==> src/rtl/sa_col_collector_if.sv <==
//------------------------------------------------------------------------------
// Module   : sa_col_collector_if
// Brief    : Bottom-edge down-data and result-row stream bundle for the
//            systolic array column collector.
// Revision : 1.0 - initial release
//------------------------------------------------------------------------------
`default_nettype none

interface sa_col_collector_if #(
  parameter int L_WIDTH = 32,
  parameter int COLS    = 4
);
  logic                      SA_mode;
  logic                      SA_clear;
  logic [COLS-1:0]           col_en;
  logic [COLS*L_WIDTH-1:0]   col_data;
  logic                      out_valid;
  logic                      out_ready;
  logic [COLS*L_WIDTH-1:0]   out_data;
  logic [15:0]               rows_out;
  logic                      overflow;
  logic                      busy;

  modport master (
    output SA_mode, SA_clear, col_en, col_data, out_ready,
    input  out_valid, out_data, rows_out, overflow, busy
  );

  modport slave (
    input  SA_mode, SA_clear, col_en, col_data, out_ready,
    output out_valid, out_data, rows_out, overflow, busy
  );
endinterface

`default_nettype wire

==> src/rtl/sa_col_collector.sv <==
//------------------------------------------------------------------------------
// Module   : sa_col_collector
// Brief    : De-skews bottom-row PE outputs into per-column FIFOs and emits
//            aligned result rows. Optional macro SA_COLLECTOR_RELU_EN zeroes
//            negative lanes on out_data.
// Revision : 1.0 - initial release
//------------------------------------------------------------------------------
`default_nettype none

module sa_col_collector #(
  parameter int L_WIDTH = 32,
  parameter int COLS    = 4,
  parameter int DEPTH   = 8
) (
  input  logic              SA_clk,
  input  logic              SA_rst,
  sa_col_collector_if.slave bus
);

  localparam int                 c_PTR_W   = $clog2(DEPTH);
  localparam int                 c_CNT_W   = c_PTR_W + 1;
  localparam logic [c_PTR_W-1:0] c_PTR_ONE = c_PTR_W'(1);
  localparam logic [c_CNT_W-1:0] c_CNT_ONE = c_CNT_W'(1);
  localparam logic [c_CNT_W-1:0] c_CNT_MAX = c_CNT_W'(DEPTH);

  logic [COLS-1:0]         w_nonempty;
  logic [COLS-1:0]         w_drop;
  logic [COLS*L_WIDTH-1:0] w_out_data;
  logic                    w_valid;
  logic                    w_pop;
  logic [15:0]             r_rows_out;
  logic                    r_overflow;

  assign w_valid = &w_nonempty;
  assign w_pop   = w_valid & bus.out_ready & ~bus.SA_clear;

  generate
    for (genvar c = 0; c < COLS; c++) begin : g_col
      logic [L_WIDTH-1:0] r_mem [DEPTH];
      logic [c_PTR_W-1:0] r_wr_ptr;
      logic [c_PTR_W-1:0] r_rd_ptr;
      logic [c_CNT_W-1:0] r_cnt;
      logic               w_push;
      logic               w_full;
      logic               w_wr;
      logic [L_WIDTH-1:0] w_head;

      assign w_push = bus.col_en[c] & ~bus.SA_mode & ~bus.SA_clear;
      assign w_full = (r_cnt == c_CNT_MAX);
      // A full FIFO still takes the write when the row pop frees a slot.
      assign w_wr   = w_push & (~w_full | w_pop);
      assign w_drop[c]     = w_push & w_full & ~w_pop;
      assign w_nonempty[c] = (r_cnt != '0);
      assign w_head        = r_mem[r_rd_ptr];

`ifdef SA_COLLECTOR_RELU_EN
      assign w_out_data[c*L_WIDTH +: L_WIDTH] = w_head[L_WIDTH-1] ? '0 : w_head;
`else
      assign w_out_data[c*L_WIDTH +: L_WIDTH] = w_head;
`endif

      always_ff @(posedge SA_clk) begin
        if (SA_rst) begin
          r_wr_ptr <= '0;
          r_rd_ptr <= '0;
          r_cnt    <= '0;
          for (int i = 0; i < DEPTH; i++) begin
            r_mem[i] <= '0;
          end
        end else if (bus.SA_clear) begin
          r_wr_ptr <= '0;
          r_rd_ptr <= '0;
          r_cnt    <= '0;
        end else begin
          if (w_wr) begin
            r_mem[r_wr_ptr] <= bus.col_data[c*L_WIDTH +: L_WIDTH];
            r_wr_ptr        <= r_wr_ptr + c_PTR_ONE;
          end
          if (w_pop) begin
            r_rd_ptr <= r_rd_ptr + c_PTR_ONE;
          end
          if (w_wr & ~w_pop) begin
            r_cnt <= r_cnt + c_CNT_ONE;
          end else if (~w_wr & w_pop) begin
            r_cnt <= r_cnt - c_CNT_ONE;
          end
        end
      end
    end
  endgenerate

  always_ff @(posedge SA_clk) begin
    if (SA_rst || bus.SA_clear) begin
      r_rows_out <= '0;
      r_overflow <= 1'b0;
    end else begin
      if (w_pop) begin
        r_rows_out <= r_rows_out + 16'd1;
      end
      if (|w_drop) begin
        r_overflow <= 1'b1;
      end
    end
  end

  assign bus.out_valid = w_valid;
  assign bus.out_data  = w_out_data;
  assign bus.busy      = |w_nonempty;
  assign bus.rows_out  = r_rows_out;
  assign bus.overflow  = r_overflow;

endmodule

`default_nettype wire

==> src/flat_wrapper.sv <==
// flat-port wrapper written by rule: the top's interface ports become plain ports
module sa_col_collector_flat 
#(
  parameter int L_WIDTH = 32,
  parameter int COLS    = 4,
  parameter int DEPTH   = 8
)
  (SA_clk, SA_rst, bus_SA_mode, bus_SA_clear, bus_col_en, bus_col_data, bus_out_ready, bus_out_valid, bus_out_data, bus_rows_out, bus_overflow, bus_busy);
  sa_col_collector_if #(.L_WIDTH(L_WIDTH), .COLS(COLS)) bus_i ();
  input  logic SA_clk;
  input  logic SA_rst;
  input wire logic [$bits(bus_i.SA_mode)-1:0] bus_SA_mode;
  input wire logic [$bits(bus_i.SA_clear)-1:0] bus_SA_clear;
  input wire logic [$bits(bus_i.col_en)-1:0] bus_col_en;
  input wire logic [$bits(bus_i.col_data)-1:0] bus_col_data;
  input wire logic [$bits(bus_i.out_ready)-1:0] bus_out_ready;
  output wire logic [$bits(bus_i.out_valid)-1:0] bus_out_valid;
  output wire logic [$bits(bus_i.out_data)-1:0] bus_out_data;
  output wire logic [$bits(bus_i.rows_out)-1:0] bus_rows_out;
  output wire logic [$bits(bus_i.overflow)-1:0] bus_overflow;
  output wire logic [$bits(bus_i.busy)-1:0] bus_busy;
  assign bus_i.SA_mode = bus_SA_mode;
  assign bus_i.SA_clear = bus_SA_clear;
  assign bus_i.col_en = bus_col_en;
  assign bus_i.col_data = bus_col_data;
  assign bus_i.out_ready = bus_out_ready;
  assign bus_out_valid = bus_i.out_valid;
  assign bus_out_data = bus_i.out_data;
  assign bus_rows_out = bus_i.rows_out;
  assign bus_overflow = bus_i.overflow;
  assign bus_busy = bus_i.busy;
  sa_col_collector #(.L_WIDTH(L_WIDTH), .COLS(COLS), .DEPTH(DEPTH)) u_core (.SA_clk(SA_clk), .SA_rst(SA_rst), .bus(bus_i));
endmodule
==> config.mk <==
export PLATFORM = sky130hd
export DESIGN_NAME = sa_col_collector_flat
export DESIGN_NICKNAME = d
export VERILOG_FILES = /design/src/rtl/sa_col_collector_if.sv /design/src/rtl/sa_col_collector.sv /design/src/flat_wrapper.sv
export SDC_FILE = /design/constraint.sdc
export NUM_CORES = 1
export LEC_CHECK = 0
export CAP_MARGIN = 20
export CORE_MARGIN = 10
export CORE_UTILIZATION = 35
export DETAILED_ROUTE_END_ITERATION = 10
export GPL_TIMING_DRIVEN = 0
export PLACE_DENSITY = 0.64
export RECOVER_POWER = 50
export SYNTH_ARGS = -nofsm -noshare
export SYNTH_HDL_FRONTEND = slang
export SYNTH_SLANG_ARGS = --single-unit
==> constraint.sdc <==
create_clock -name SA_clk -period 7.1 [get_ports SA_clk]
set_input_delay 1.42 -clock SA_clk [delete_from_list [all_inputs] [get_ports SA_clk]]
set_output_delay 1.42 -clock SA_clk [all_outputs]
set_load 0.01 [all_outputs]
==> results of run 1 <==
==> critical path, delay by kind of cell <==
family	cells	cell delay, ns
and+or+nand+nor	2	1.61
buffers and inverters	3	1.38
AOI/OAI and AO/OA	2	1.94
==> synthesized netlist by cell type (4+ instances only) <==
| master | number |
|---|---|
| sky130_fd_sc_hd__ha_1 | 21 |
| sky130_fd_sc_hd__xor2_1 | 4 |
| sky130_fd_sc_hd__mux2i_1 | 26 |
| sky130_fd_sc_hd__inv_1 | 17 |
| sky130_fd_sc_hd__buf_1 | 9 |
| sky130_fd_sc_hd__a21oi_1 | 29 |
| sky130_fd_sc_hd__nor4_1 | 239 |
| sky130_fd_sc_hd__or3_1 | 20 |
| sky130_fd_sc_hd__o31ai_1 | 29 |
| sky130_fd_sc_hd__a41o_1 | 6 |
| sky130_fd_sc_hd__edfxtp_1 | 1024 |
| sky130_fd_sc_hd__buf_6 | 27 |
| sky130_fd_sc_hd__mux4_2 | 256 |
| sky130_fd_sc_hd__nand2_1 | 382 |
| sky130_fd_sc_hd__nor4b_1 | 4 |
| sky130_fd_sc_hd__or4_1 | 6 |
| sky130_fd_sc_hd__a31oi_1 | 7 |
| sky130_fd_sc_hd__buf_2 | 97 |
| sky130_fd_sc_hd__a21o_1 | 4 |
| sky130_fd_sc_hd__nand2b_1 | 7 |
| sky130_fd_sc_hd__nor2_1 | 299 |
| sky130_fd_sc_hd__xnor2_1 | 4 |
| sky130_fd_sc_hd__nand4_1 | 10 |
| sky130_fd_sc_hd__nor3_1 | 542 |
| sky130_fd_sc_hd__mux2_2 | 128 |
| sky130_fd_sc_hd__nand3_1 | 13 |
| sky130_fd_sc_hd__fa_1 | 4 |
| sky130_fd_sc_hd__or2_2 | 4 |
| sky130_fd_sc_hd__clkbuf_1 | 227 |
| sky130_fd_sc_hd__dfxtp_1 | 69 |
| sky130_fd_sc_hd__o21ai_0 | 19 |
==> metal layers <==
layer,vias to the layer above,wire (um),track usage
li1,14807,-,-
met1,17753,67200,0.283
met2,2241,79300,0.331
met3,377,18700,0.0525
met4,6,6650,0.0833
met5,-,145,0.00514
==> per-stage QoR <==
step                      TNS [ns]  instance area (um2)
after floorplan                  0                49800
after global placement    -1952.67                55000
after detailed placement         0                56600
after CTS                        0                60400
after global routing             0                60000
final                            0                60000
==> worst paths after layout <==
kind / start / end / slack [ns] / cells past startpoint
setup reg to reg: u_core.g_col[1].r_cnt[0] / u_core.g_col[3].r_mem[5][17] / 2.25 / 6
hold / removal: u_core.bus.rows_out[15] / u_core.bus.rows_out[15] / 0.48 / 2
setup / recovery: bus_SA_clear / u_core.g_col[3].r_mem[5][17] / 1.16 / 7
hold reg to reg: u_core.bus.rows_out[15] / u_core.bus.rows_out[15] / 0.48 / 2
==> area by class of cell <==
class / count / area [um2] / area share
repair buffers: 341 / 4060 / 0.0677
well taps: 1890 / 2360 / 0.0394
clock inverters: 68 / 723 / 0.0121
multi-input cells: 2094 / 16200 / 0.270
clock buffers: 142 / 3050 / 0.0509
inverters: 18 / 67.6 / 0.00113
flip-flops and latches: 1093 / 32100 / 0.536
plain buffers: 362 / 1390 / 0.0232
diodes: 1 / 2.50 / 0.0000417
==> registers in the layout, indices dropped and copies added (netlist names), named ones only <==
register	cells
u_core.g_col.r_wr_ptr	12
u_core.bus.rows_out	16
u_core.bus.overflow	1
u_core.g_col.r_cnt	16
u_core.g_col.r_mem	1024
u_core.g_col.r_rd_ptr	12
==> where the power goes <==
| group | total [mW] | leakage [nW] | internal, mW | switching [mW] |
|---|---|---|---|---|
| Clock | 6.13 | 1.80 | 3.46 | 2.67 |
| Combinational | 1.05 | 5.86 | 0.387 | 0.666 |
| Sequential | 7.31 | 11.1 | 7.25 | 0.0618 |
| Total | 14.5 | 18.8 | 11.1 | 3.39 |
==> cell families (layout without fill, tap and decap cells) <==
logic type,count (synthesis),count (layout),share of synthesized area
flip-flops,1093,1093,0.645
AND/OR/NAND/NOR,1535,1535,0.145
XOR/XNOR,8,8,0.00141
multiplexers,410,410,0.150
buffers and inverters,380,931,0.0353
AO/OA/AOI/OAI,116,116,0.0157
adder cells (fa/ha/maj),25,25,0.00688
other,0,1,0
==> run metrics, run 1 <==
Yosys Warn Count 0; GRT Util Overall 0.212; antenna violations before repair 4; Post-Syn Nets 3729; status finished with violations; area enclosed by the die boundary 158000 um2; number of fill cells in the layout 12877; clk slew on worst S/H paths 0.06 ns; cells taking the most area after synthesis sky130_fd_sc_hd__edfxtp_1 (62%), sky130_fd_sc_hd__mux4_2 (12%), sky130_fd_sc_hd__nor3_1 (5.4%); via count normalized by instance count 5.86; slowest library cell on the worst path sky130_fd_sc_hd__o21ai_1; path class of the lowest-slack min-delay path register to register; share of final-layout standard cells stronger than drive strength 1 0.161; type of the worst setup path primary input to register; post-layout utilization of the core 0.424; Startpoint Class primary input; number of I/O port buffers 279; sequential area share after synthesis 0.645; post-cts gate resize count 0; final-report hold violation count 0; worst hold margin 0.480 ns; Routed Wire Length 172000 um; period utilization 0.837; total via count in the routed design 35184; Yosys top cell area share 0.618; Post-Place Worst Slack 1.81 ns; total number of nets in the final design 4187; final global-route overflow total 0; time the final worst path needs with I/O delays and setup 5.94 ns; final number of max-transition violations 83; number of clock buffers inserted by TritonCTS 115; max_slew headroom -0.347; number of standard cells after synthesis 3567; register bit total from synthesis 1093; slew at the pin with the worst max-slew slack 2.01 ns; hold_buf cts 0; post-detail-place hpwl 117000 um; worst setup skew after layout 0.0258 ns; Data arrival, critical path 6.37 ns; standard cell core area 141000 um2; crit path setup slack, layout 1.16 ns; TritonCTS clock tree done; number of sinks on the clock net 1093; number of global-route vias before repair 35787; mean cell area of the mapped netlist 14.0 um2; number of buffers inserted by post-CTS setup repair 0; number of rows created at floorplan 138; count of non-filler cells in the finished layout 6009; proportion of register bits with asynchronous set or reset after synthesis 0; later-pin clock latency in the skew report 0.74 ns; largest net degree at the start of global routing 21; Critical Path RT 7.53 ns; total leakage power 18.8 nW; Clock H-tree levels 3; most frequent cells in the layout sky130_fd_sc_hd__edfxtp_1 (1024), sky130_fd_sc_hd__nor3_1 (542), sky130_fd_sc_hd__nand2_1 (382), sky130_fd_sc_hd__clkbuf_1 (350), sky130_fd_sc_hd__nor2_1 (299); # setup viols final 0; wire length per cell 28.6 um; final routed DRC violation total 0; number of violations of the max-capacitance limit 8; layout-stage area growth over the synthesis result 20.4%; effective utilization at floorplan 0.352; root buffer cell sky130_fd_sc_hd__clkbuf_16; unrepaired setup endpoints after global routing false; DR pass1 iterations 5; PnR Total Power 14.5 mW; Worst IR Drop VDD 0.000193 V; violations in the final reports max-capacitance violations, max-slew violations; Routability Congestion 0.883; clk buf depth 3; CP Capture Type register; Slowest Stage Delay on Critical Path 1.47 ns; Fmax 0.168 GHz; power density of the placed cells 242 nW/um2; drt initial violations 4202; # IOs 284; Post-synth EDFFs 1024; most common cell after layout, fill and taps aside sky130_fd_sc_hd__edfxtp_1; first-pass GRT wire length 248000 um; ordered list of cells on the worst path dlygate4sd3_1 -> nand2b_1 -> nor4_1 -> o2111ai_1 -> clkbuf_1 -> o21ai_1 -> buf_12; number of placed instances, taps included 5796; Syn Std Cell Area 49800 um2; maximum fanout along the worst path 20; Most used DFF post-synth sky130_fd_sc_hd__edfxtp_1; number of distinct library cells after synthesis 49; Final ANT Viol Nets 0; horizontal extent of the die 397 um; cell type with the highest aggregate area in the netlist sky130_fd_sc_hd__edfxtp_1; height of the die 397 um
No activity file was read; power rests on OpenSTA's default activity.
==> run 2, diff against run 1 <==
clock period = 5.64 ns   (was 7.1 ns; I/O delays follow)
==> run 2 against run 1 <==
- worst setup slack lost 0.66 ns
- hold slack is essentially flat
- count of clock-buffer cells in the layout unchanged
- sequential share of layout area barely moved
- the run still ends with max-capacitance violations, max-slew violations left
==> run metrics, run 2 (synthesized netlist as in run 1, its figures left out) <==
Startpoint Class primary input; share of final-layout standard cells stronger than drive strength 1 0.162 (+0.000971); path class of the lowest-slack min-delay path register to register; Fmax 0.194 GHz; slew at the pin with the worst max-slew slack 1.98 ns (-0.0269 ns); Clock H-tree levels 3 (unchanged); final global-route overflow total 0 (unchanged); horizontal extent of the die 397 um (unchanged); max_slew headroom -0.329 (+0.0180); number of fill cells in the layout 12871 (-0.047%); worst hold stages 2 (unchanged); hold endpoint u_core.bus.rows_out[15]; slack of the worst reg-to-reg path 1.29 ns (-0.96 ns); total negative setup slack 0 ns (unchanged); number of cells on the worst reg-to-reg path 6 (unchanged); type of the worst setup path primary input to register; Cell Area, Placed 56600 um2 (unchanged); most frequent cells in the layout sky130_fd_sc_hd__edfxtp_1 (1024), sky130_fd_sc_hd__nor3_1 (542), sky130_fd_sc_hd__nand2_1 (382), sky130_fd_sc_hd__clkbuf_1 (349), sky130_fd_sc_hd__nor2_1 (299); number of rows created at floorplan 138 (unchanged); antenna violations before repair 4 (unchanged); final-report hold violation count 0 (unchanged); post-cts gate resize count 0 (unchanged); ordered list of cells on the worst path dlygate4sd3_1 -> nand2b_1 -> nor4_1 -> o2111ai_1 -> clkbuf_1 -> o21ai_2 -> buf_12; unrepaired setup endpoints after global routing false; Clock power frac 0.423 (about the same); Logic pwr share 0.073 (about the same); Critical Path RT 6.07 ns (-1.46 ns); CP Capture Type register; Sequential Power Share 0.504 (about the same); Slowest Stage Delay on Critical Path 1.26 ns (-0.21 ns); GRT Util Overall 0.212 (unchanged); terminus of the critical flop-to-flop path u_core.g_col[3].r_mem[7][17]; internal power 14.0 mW (+26%); violations in the final reports max-capacitance violations, max-slew violations; maximum fanout along the worst path 20 (unchanged); final number of max-transition violations 42 (-49%); DR pass1 iterations 5 (unchanged); area occupied by registers 32100 um2 (unchanged); clk buf depth 3 (unchanged); TritonCTS clock tree done; period utilization 0.912; # IOs 284 (unchanged); Routed Wire Length 172000 um (about the same); Final ANT Viol Nets 0 (unchanged); post-detail-place hpwl 117000 um (unchanged); via count normalized by instance count 5.86 (about the same); Data arrival, critical path 5.57 ns (-0.80 ns); number of sinks on the clock net 1093 (unchanged); reg-to-reg critical path startpoint u_core.g_col[1].r_cnt[0]; count of buffering cells on the critical path with inverters included 3 (unchanged); area enclosed by the die boundary 158000 um2 (unchanged); time the final worst path needs with I/O delays and setup 5.15 ns; Worst IR Drop VDD 0.000242 V (+26%); Routability Congestion 0.883 (unchanged); drt initial violations 4226 (+0.57%); first-pass GRT wire length 248000 um (unchanged); worst setup skew after layout 0.0307 ns (+0.00487 ns); final routed DRC violation total 0 (unchanged); register bank with the most flops u_core.g_col.r_mem; number of clock buffers inserted by TritonCTS 115 (unchanged); root buffer cell sky130_fd_sc_hd__clkbuf_16; number of violations of the max-capacitance limit 5 (-3); power density of the placed cells 304 nW/um2 (+26%); number of global-route vias before repair 35787 (unchanged); status finished with violations; total via count in the routed design 35218 (+0.097%); switching portion of total power 0.234 (-0.000292); # setup viols final 0 (unchanged); total number of nets in the final design 4187 (unchanged); later-pin clock latency in the skew report 0.74 ns (about the same); clk slew on worst S/H paths 0.06 ns (about the same); flip-flop count of the largest register, all copies and words added 1024 (unchanged); total leakage power 18.8 nW (about the same); slowest library cell on the worst path sky130_fd_sc_hd__nor4_1; layout-stage area growth over the synthesis result 20.5% (about the same); hold path start u_core.bus.rows_out[15]; combined area of the multi-input logic cells 16200 um2 (about the same); effective utilization at floorplan 0.352 (unchanged); standard cell core area 141000 um2 (unchanged); family with the most delay on the worst path simple AND/OR/NAND/NOR gates; number of buffers inserted by post-CTS setup repair 0 (unchanged); largest net degree at the start of global routing 21 (unchanged); post-route cell area 60000 um2 (about the same); height of the die 397 um (unchanged); wire length per cell 28.6 um (about the same); most common cell after layout, fill and taps aside sky130_fd_sc_hd__edfxtp_1; hold_buf cts 0 (unchanged); number of I/O port buffers 279 (unchanged); net load switching power 4.26 mW (+26%)
run 2: cell count changes in the layout (fill, tap and decap cells not counted):
cell | before | now
sky130_fd_sc_hd__buf_6 | 2 | 3
sky130_fd_sc_hd__clkbuf_1 | 350 | 349
sky130_fd_sc_hd__o21ai_1 | 3 | 0
sky130_fd_sc_hd__o21ai_2 | 0 | 3
run 2: cell type report:
type,instances,share of cell area
Clock buffer,142,0.0509
Multi-Input combinational cell,2094,0.270
Antenna cell,1,0.0000417
Clock inverter,68,0.0121
Tap cell,1890,0.0394
Buffer,362,0.0233
Sequential cell,1093,0.536
Timing Repair Buffer,341,0.0677
Inverter,18,0.00113
run 2: power by group through the flow:
| stage | clock, mW | combinational, mW | sequential, mW |
|---|---|---|---|
| finish | 7.71 | 1.33 | 9.20 |
| global route | 8.08 | 1.39 | 9.22 |
| CTS | 7.76 | 1.35 | 9.20 |
| detailed placement | 0 | 1.34 | 9.37 |
| global placement | 0 | 1.20 | 9.41 |
| floorplan | 0 | 0.579 | 9.36 |
run 2: worst min-delay path: cells and delay by family (launching register included):
| kind | cells | cell delay (ns) |
|---|---|---|
| multiplexers | 1 | 0.05 |
| flip-flops | 1 | 0.32 |
| AND/OR/NAND/NOR | 1 | 0.06 |
run 2: stage by stage:
stage	setup WS (ns)	hold WS, ns	utilization	cells	power [mW]
finish	0.494	0.480	0.424	6009	18.2
global route	0.430	0.497	0.424	6008	18.7
global placement	-3.46	0.447	0.389	5736	10.6
CTS	0.521	0.478	0.427	6006	18.3
floorplan	0.384	0.455	-	3567	9.94
detailed placement	0.642	0.470	0.401	5796	10.7
run 2: worst max path at each step:
stage                                  start  slack, ns  depth (start not counted)                           end
finish                          bus_SA_clear       0.49                          7  u_core.g_col[3].r_mem[7][17]
global route                    bus_SA_clear       0.43                          7   u_core.g_col[3].r_mem[7][3]
CTS                 u_core.g_col[3].r_cnt[0]       0.52                          5                      bus_busy
detailed placement              bus_SA_clear       0.64                         10  u_core.g_col[0].r_mem[2][17]
global placement                bus_SA_clear      -3.46                          7  u_core.g_col[3].r_mem[4][17]
floorplan                       bus_SA_clear       0.38                          7   u_core.g_col[1].r_mem[2][0]
run 2: routing by layer:
metal	part of all wire	vias to the layer above	GRT usage
met2	0.46	2232	0.331
met1	0.39	17800	0.283
met3	0.11	384	0.0525
met4	0.040	6	0.0833
met5	0.00084	-	0.00514
li1	-	14796	-
